**src/rtl/mod_reduct_solinas2_pipe.sv**
```systemverilog
// Pipelined reduction of a double-width product modulo 2^W - 2^K + 1.
// Two folding stages use 2^W == 2^K - 1 (mod p); a final stage subtracts up to 3*p.
module mod_reduct_solinas2_pipe #(
    parameter int         MOD_W    = 64,
    parameter int         INT_POW  = 32,
    parameter int         IN_W     = 128,
    parameter bit         IN_PIPE  = 1'b1,
    parameter int         SIDE_W   = 0,
    parameter logic [1:0] RST_SIDE = 2'b00
) (
    input  logic                                  clk,
    input  logic                                  a_rst_n,
    input  logic [IN_W-1:0]                       a,
    input  logic                                  in_avail,
    input  logic [((SIDE_W > 0) ? SIDE_W : 1)-1:0] in_side,
    output logic [MOD_W-1:0]                      z,
    output logic                                  out_avail,
    output logic [((SIDE_W > 0) ? SIDE_W : 1)-1:0] out_side
);

    localparam int SW   = (SIDE_W > 0) ? SIDE_W : 1;
    localparam int P1   = IN_PIPE ? 1 : 0;
    localparam int NS   = P1 + 3;
    localparam int X_W  = 2 * MOD_W;
    localparam int T1_W = MOD_W + INT_POW + 1;
    localparam int T2_W = MOD_W + 2;
    localparam logic [T2_W-1:0] ONE    = 1;
    localparam logic [T2_W-1:0] MOD_T2 = (ONE << MOD_W) - (ONE << INT_POW) + ONE;

    genvar gi;

    generate
        if (INT_POW < 1 || INT_POW > MOD_W / 2) begin : g_bad_int_pow
            $error("INT_POW must satisfy 1 <= INT_POW <= MOD_W/2");
        end
        if (IN_W <= MOD_W || IN_W > 2 * MOD_W) begin : g_bad_in_w
            $error("IN_W must satisfy MOD_W < IN_W <= 2*MOD_W");
        end
    endgenerate

    // Valid/side chain: index i is the avail/side entering pipeline register i.
    logic [NS:0]   w_av_chain;
    logic [SW-1:0] w_side_chain [NS+1];

    assign w_av_chain[0]   = in_avail;
    assign w_side_chain[0] = in_side;

    generate
        for (gi = 0; gi < NS; gi++) begin : g_stage
            logic          r_av;
            logic [SW-1:0] r_side;

            always_ff @(posedge clk or negedge a_rst_n) begin
                if (!a_rst_n) r_av <= 1'b0;
                else          r_av <= w_av_chain[gi];
            end

            if (RST_SIDE != 2'b00) begin : g_side_rst
                always_ff @(posedge clk or negedge a_rst_n) begin
                    if (!a_rst_n) r_side <= RST_SIDE[0] ? '0 : '1;
                    else          r_side <= w_side_chain[gi];
                end
            end else begin : g_side_free
                always_ff @(posedge clk) begin
                    r_side <= w_side_chain[gi];
                end
            end

            assign w_av_chain[gi+1]   = r_av;
            assign w_side_chain[gi+1] = r_side;
        end
    endgenerate

    // Optional input register
    logic [IN_W-1:0] w_x_in;

    generate
        if (IN_PIPE) begin : g_in_reg
            logic [IN_W-1:0] r_a;
            always_ff @(posedge clk) begin
                if (in_avail) r_a <= a;
            end
            assign w_x_in = r_a;
        end else begin : g_in_comb
            assign w_x_in = a;
        end
    endgenerate

    // Stage 1: fold the upper word, x = xl + xh*(2^K - 1)
    logic [X_W-1:0]   w_x;
    logic [MOD_W-1:0] w_xl;
    logic [MOD_W-1:0] w_xh;
    logic [T1_W-1:0]  w_t1;
    logic [T1_W-1:0]  r_t1;

    assign w_x  = X_W'(w_x_in);
    assign w_xl = w_x[MOD_W-1:0];
    assign w_xh = w_x[X_W-1:MOD_W];
    assign w_t1 = T1_W'(w_xl) + (T1_W'(w_xh) << INT_POW) - T1_W'(w_xh);

    always_ff @(posedge clk) begin
        if (w_av_chain[P1]) r_t1 <= w_t1;
    end

    // Stage 2: second fold of the K+1 bit overflow
    logic [INT_POW:0] w_t1h;
    logic [MOD_W-1:0] w_t1l;
    logic [T2_W-1:0]  w_t2;
    logic [T2_W-1:0]  r_t2;

    assign w_t1h = r_t1[T1_W-1:MOD_W];
    assign w_t1l = r_t1[MOD_W-1:0];
    assign w_t2  = T2_W'(w_t1l) + (T2_W'(w_t1h) << INT_POW) - T2_W'(w_t1h);

    always_ff @(posedge clk) begin
        if (w_av_chain[P1+1]) r_t2 <= w_t2;
    end

    // Stage 3: t2 < 4*p, so pick the largest j in 0..3 with t2 >= j*p
    logic [2:0]       w_ge;
    logic [MOD_W-1:0] w_c [1:3];
    logic [MOD_W-1:0] w_z;
    logic [MOD_W-1:0] r_z;

    generate
        for (gi = 1; gi <= 3; gi++) begin : g_cand
            localparam logic [T2_W-1:0] MOD_J = T2_W'(gi) * MOD_T2;
            assign w_ge[gi-1] = (r_t2 >= MOD_J);
            assign w_c[gi]    = r_t2[MOD_W-1:0] - MOD_J[MOD_W-1:0];
        end
    endgenerate

    always_comb begin
        w_z = r_t2[MOD_W-1:0];
        for (int j = 1; j <= 3; j++) begin
            if (w_ge[j-1]) w_z = w_c[j];
        end
    end

    always_ff @(posedge clk) begin
        if (w_av_chain[P1+2]) r_z <= w_z;
    end

    assign z         = r_z;
    assign out_avail = w_av_chain[NS];
    assign out_side  = w_side_chain[NS];

endmodule

```
**config.mk**
```make
export PLATFORM = sky130hd
export DESIGN_NAME = mod_reduct_solinas2_pipe
export DESIGN_NICKNAME = d
export VERILOG_FILES = /design/src/rtl/mod_reduct_solinas2_pipe.sv
export SDC_FILE = /design/constraint.sdc
export NUM_CORES = 1
export LEC_CHECK = 0
export ABC_AREA = 1
export CORE_AREA = 2 2 298 300
export DETAILED_ROUTE_END_ITERATION = 10
export DIE_AREA = 0 0 300 302
export MAX_ROUTING_LAYER = met4
export PLACE_DENSITY_LB_ADDON = 0.05
export SKIP_LAST_GASP = 1
export SYNTH_ARGS = -nofsm -noshare
export SYNTH_HDL_FRONTEND = slang
export SYNTH_SLANG_ARGS = --single-unit
```
**constraint.sdc**
```tcl
create_clock -name clk -period 3.05 [get_ports clk]
set_input_delay 0.305 -clock clk [delete_from_list [all_inputs] [get_ports clk]]
set_output_delay 0.305 -clock clk [all_outputs]
set_load 0.05 [all_outputs]
```
# After elaboration in Yosys (flattened, before gate mapping)
# Index checks and enable logic that the tools add are counted.
[op_classes] add_sub_neg=7 magnitude_cmp=3 n_mux=3
[ops] cell="64-bit 2-to-1 mux" count=3
[ops] cell="64-bit subtractor (second input constant)" count=3
[ops] cell="64-bit by 96-bit adder with 97-bit output" count=1
[ops] cell="97-bit by 64-bit subtractor with 97-bit output" count=1
[ops] cell="64-bit by 65-bit adder with 66-bit output" count=1
[ops] cell="66-bit by 64-bit greater-or-equal comparator with 1-bit output (second input constant)" count=1
[ops] cell="66-bit by 65-bit greater-or-equal comparator with 1-bit output (second input constant)" count=1
[ops] cell="66-bit greater-or-equal comparator (second input constant)" count=1
[ops] cell="66-bit by 33-bit subtractor with 66-bit output" count=1
[totals] regBits=363 input_bits=132 out_inout_bits=66 wordCells=25

# Logic depth before layout (Yosys ltp)
[logic_depth] word_depth=4 depth_mapped=18 depth_no_buf=18

# Worst setup path after synthesis
# Ideal clock, no wire load.
[synth_path] path_kind="register -> register" start="register g_stage[0].r_av" end="register r_t1[0] (enable)" setup_ns=0.456 t_arrival_ns=2.268 required_ns=2.594 setup_slack_ns=0.326 stages_incl_launch_ff=1 path_buffers=0 synth_period_minus_slack_ns=2.724 path_cell_list="dfrtp_1"
[synth_lines] item="from (decl)" line_no="50" source="logic r_av;"
[synth_lines] item="from (signal assigned)" line_no="55" source="else r_av <= w_av_chain[gi];"
[synth_lines] item="to (signal assigned)" line_no="102" source="if (w_av_chain[P1]) r_t1 <= w_t1;"
[synth_lines] item="to (decl)" line_no="94" source="logic [T1_W-1:0] r_t1;"
# No word-level cell between the ends.

# Worst setup path in the final report
[layout_path] start="register g_in_reg.r_a[96]" end="register r_t1[95] (data pin)"
[layout_via] elab_chain_len=2
[layout_rtl] item="from (decl)" line_no="79" source="logic [IN_W-1:0] r_a;"
[layout_rtl] item="from (signal assigned)" line_no="81" source="if (in_avail) r_a <= a;"
[layout_rtl] item="64-bit by 96-bit adder with 97-bit output" line_no="99" source="assign w_t1 = T1_W'(w_xl) + (T1_W'(w_xh) << INT_POW) - T1_W'(w_xh);"
[layout_rtl] item="97-bit by 64-bit subtractor with 97-bit output (*)" line_no="99"
[layout_rtl] item="net w_t1[95]" line_no="93" source="logic [T1_W-1:0] w_t1;"
# Mark *: on every way through the listed nets, which the timed path passes. The rest lies on a longest branch.
# A chain may end at the register's enable or synchronous reset.

==> run metrics <==
status=complete, but fails checks; failing checks=negative setup slack; Mean Syn Cell Area=6.82 µm²; Initial Util=0.396; WL final=173000 µm; Async SR Flop Fraction=0.0110; Site Rows=109; global-route wire length before repair=245000 µm; IO Port Bufs=197; Reg2Reg Capture Point=r_t1[95]; syn_nets=5511; GP Congestion=1.08; fin. max-slew vios=0; WHS Path Cells=1; later-pin clock latency in the skew report=660 ps; post-route cell area=0.0490 mm²; DRC errors left=0; via count=38174; total number of yosys warnings=0; Reg clk slew, reported paths=70 ps; critical-path cell list=inv_2 -> fa_2 -> ha_4 -> a21oi_4 -> buf_4 -> o21ai_2 -> a21oi_1 -> buf_4 -> o21ai_1 -> buf_4 -> nand2_1 -> nand2_2 -> buf_4 -> nand2_1 -> nand3_1 -> nand2_1 -> nand2_1; clock tree buffer depth=3; Clock Sinks=363; arrival time at the worst endpoint=3530 ps; dpl cells=7252; Die Y=302 µm; cell area after synthesis=0.0347 mm²; initial antenna violation count=2; synthesized flop and latch total=363; fin crit share=1.02; WS Path Type=flip-flop to flip-flop; CTS tree=done; antenna viol nets, final=0; Seq/Total Area, Yosys=0.312; CP Buf/Inv Count=5; Post-Synthesis Cells=5083; Critical Path Max Stage Delay=620 ps; Max VDD drop=0.790 mV; GRT overflow=0; Pwr Total=45.3 mW; Synth Flop Type=edfxtp_1; R2R cell count=17; total global-route track usage=0.387; PD cells=923 mW/mm²; crit path capture type=flip-flop; hold_ws=76.5 ps; Crit path max-delay family=adder cells; f_max=321 MHz; Final Hold Violating Endpoints=0; Root Buffer=clkbuf_16; DR iter-0 viols=2343; Min Clock Period, post-route=3110 ps; max_slew headroom=0.511; Die Footprint=0.0906 mm²; Finished Layout Cells=7369; largest net degree at the start of global routing=68; die width=300 µm; CP Max Fanout=4; min-delay src=in_avail; worst path required time=3460 ps; worst min path class=input pin to flip-flop; vias in the first global route=38623; H-tree depth=2; dpl ws=-706 ps; setup ws final=-63.2 ps; core area=0.0876 mm²; dpl hpwl=148000 µm; distinct cell type count after synthesis=49; Max Clock Skew=44.6 ps; drt pass-1 iters=7; TritonCTS buffer count=45; P&R area growth vs syn=41.4%; vias per cell=5.18; Crit Reg-Reg Startpoint=g_in_reg.r_a[96]; layout cells sized above 1=0.250; slowest stage cell on the critical path=fa_2; Routed WL per cell=23.5 µm; filler cell count=8563; RSZ-0062 raised after global routing=true; Hold Path Sink=g_in_reg.r_a[89]; flop2flop setup slack=-60 ps; Worst-Margin Slew=733 ps; Critical Path Start Type=flip-flop; nets=6595; Max Cap Viol=0; IO Count=198; Post-synth EDFFs=355; Pleak=23.1 nW; # setup viols final=6; placed inst area=0.0448 mm²
-- layout by cell type (no fill, tap or decap), types with 164 or more instances in the layout --
cell / n
edfxtp_1: 355
ha_1: 195
inv_1: 842
a21oi_1: 210
clkdlybuf4s50_1: 196
nor2_1: 501
buf_4: 858
nand2_1: 1355
nand3_1: 290
xor2_1: 195
o21ai_0: 164
-- kinds of logic after synthesis --
kind of cell | count (synthesis) | share of synthesized area
adder cells (fa/ha/maj) | 296 | 0.114
XOR/XNOR | 224 | 0.0566
flip-flops | 363 | 0.312
buffers and inverters | 989 | 0.112
AO/OA/AOI/OAI | 650 | 0.101
AND/OR/NAND/NOR | 2561 | 0.304
-- flip-flops by register name, summed over array words and instances, names as in the netlist --
register and flops:
out_side 1, g_in_reg.r_a 128, g_stage.r_side 3, z 64, r_t1 97, out_avail 1, g_stage.r_av 3, r_t2 66
-- final cells by class --
type                       instances  area (µm²)  share of cell area
antenna                            1        2.50           0.0000510
clock buffer                      54        1160              0.0237
clock inverter                    29         358             0.00730
inverter                         916        3450              0.0704
multi-input combinational       3731       22400               0.457
sequential                       363       10800               0.221
tap                             1165        1460              0.0297
timing repair buffer            1110        9370               0.191
-- power by group --
part           internal [mW]  leakage (nW)  switching [mW]
clock network           3.25         0.726            2.39
logic                   11.6          18.8            19.1
registers               7.85          3.57            1.05
total                   22.7          23.1            22.6
-- cell usage after synthesis, drive strengths merged, types with 3 or more instances --
master	number	area [µm²]
a21oi	291	1460
o21bai	29	218
nand2	1464	5550
dfrtp	4	100
nor4	18	113
xor2	199	1740
a21o	11	82.6
and3	5	31.3
nand3	307	1560
inv	914	3430
ha	261	3270
xnor2	25	219
o31ai	4	30.0
edfxtp	355	10700
a21boi	11	82.6
fa	35	701
nand3b	15	113
nor3	37	185
a211oi	3	22.5
o21ai	253	1270
a31oi	23	144
dfxtp	4	80.1
o211ai	11	82.6
buf	63	403
nand4	68	425
nor2	645	2550
o21a	8	60.1
clkbuf	10	37.5
-- what timing repair did --
action,in CTS,in global routing
setup buffers,11,26
endpoints found under the hold margin,4,0
pin swaps,26,112
hold buffers,1,0
endpoints found under the setup margin,73,114
cloned,0,0
gates resized for setup,267,450
-- worst max path at each step --
| stage | from | endpoint | cells past startpoint |
|---|---|---|---|
| 4_1_cts | g_in_reg.r_a[103] | r_t1[88] | 16 |
| 3_3_place_gp | g_in_reg.r_a[106] | r_t1[91] | 15 |
| 3_5_place_dp | g_in_reg.r_a[106] | r_t1[91] | 15 |
| 2_1_floorplan | g_stage[0].r_av | r_t1[0] | 0 |
| 6_report | g_in_reg.r_a[96] | r_t1[95] | 17 |
| 5_1_grt | g_in_reg.r_a[96] | r_t1[77] | 15 |
-- routing by layer --
metal,vias to the layer above,part of all wire,global-route usage
met5,-,0,-
met3,581,0.046,0.0422
met4,0,0.12,0.366
li1,18455,-,-
met2,1442,0.50,0.693
met1,17696,0.33,0.360
-- per-stage QoR --
step | setup TNS [ps] | util
finish | -215 | 0.560
global route | -2210 | 0.560
global placement | -19410 | 0.511
CTS | -247 | 0.541
floorplan | 0 | -
detailed placement | -19420 | 0.511
(Power assumes the default switching activity.)
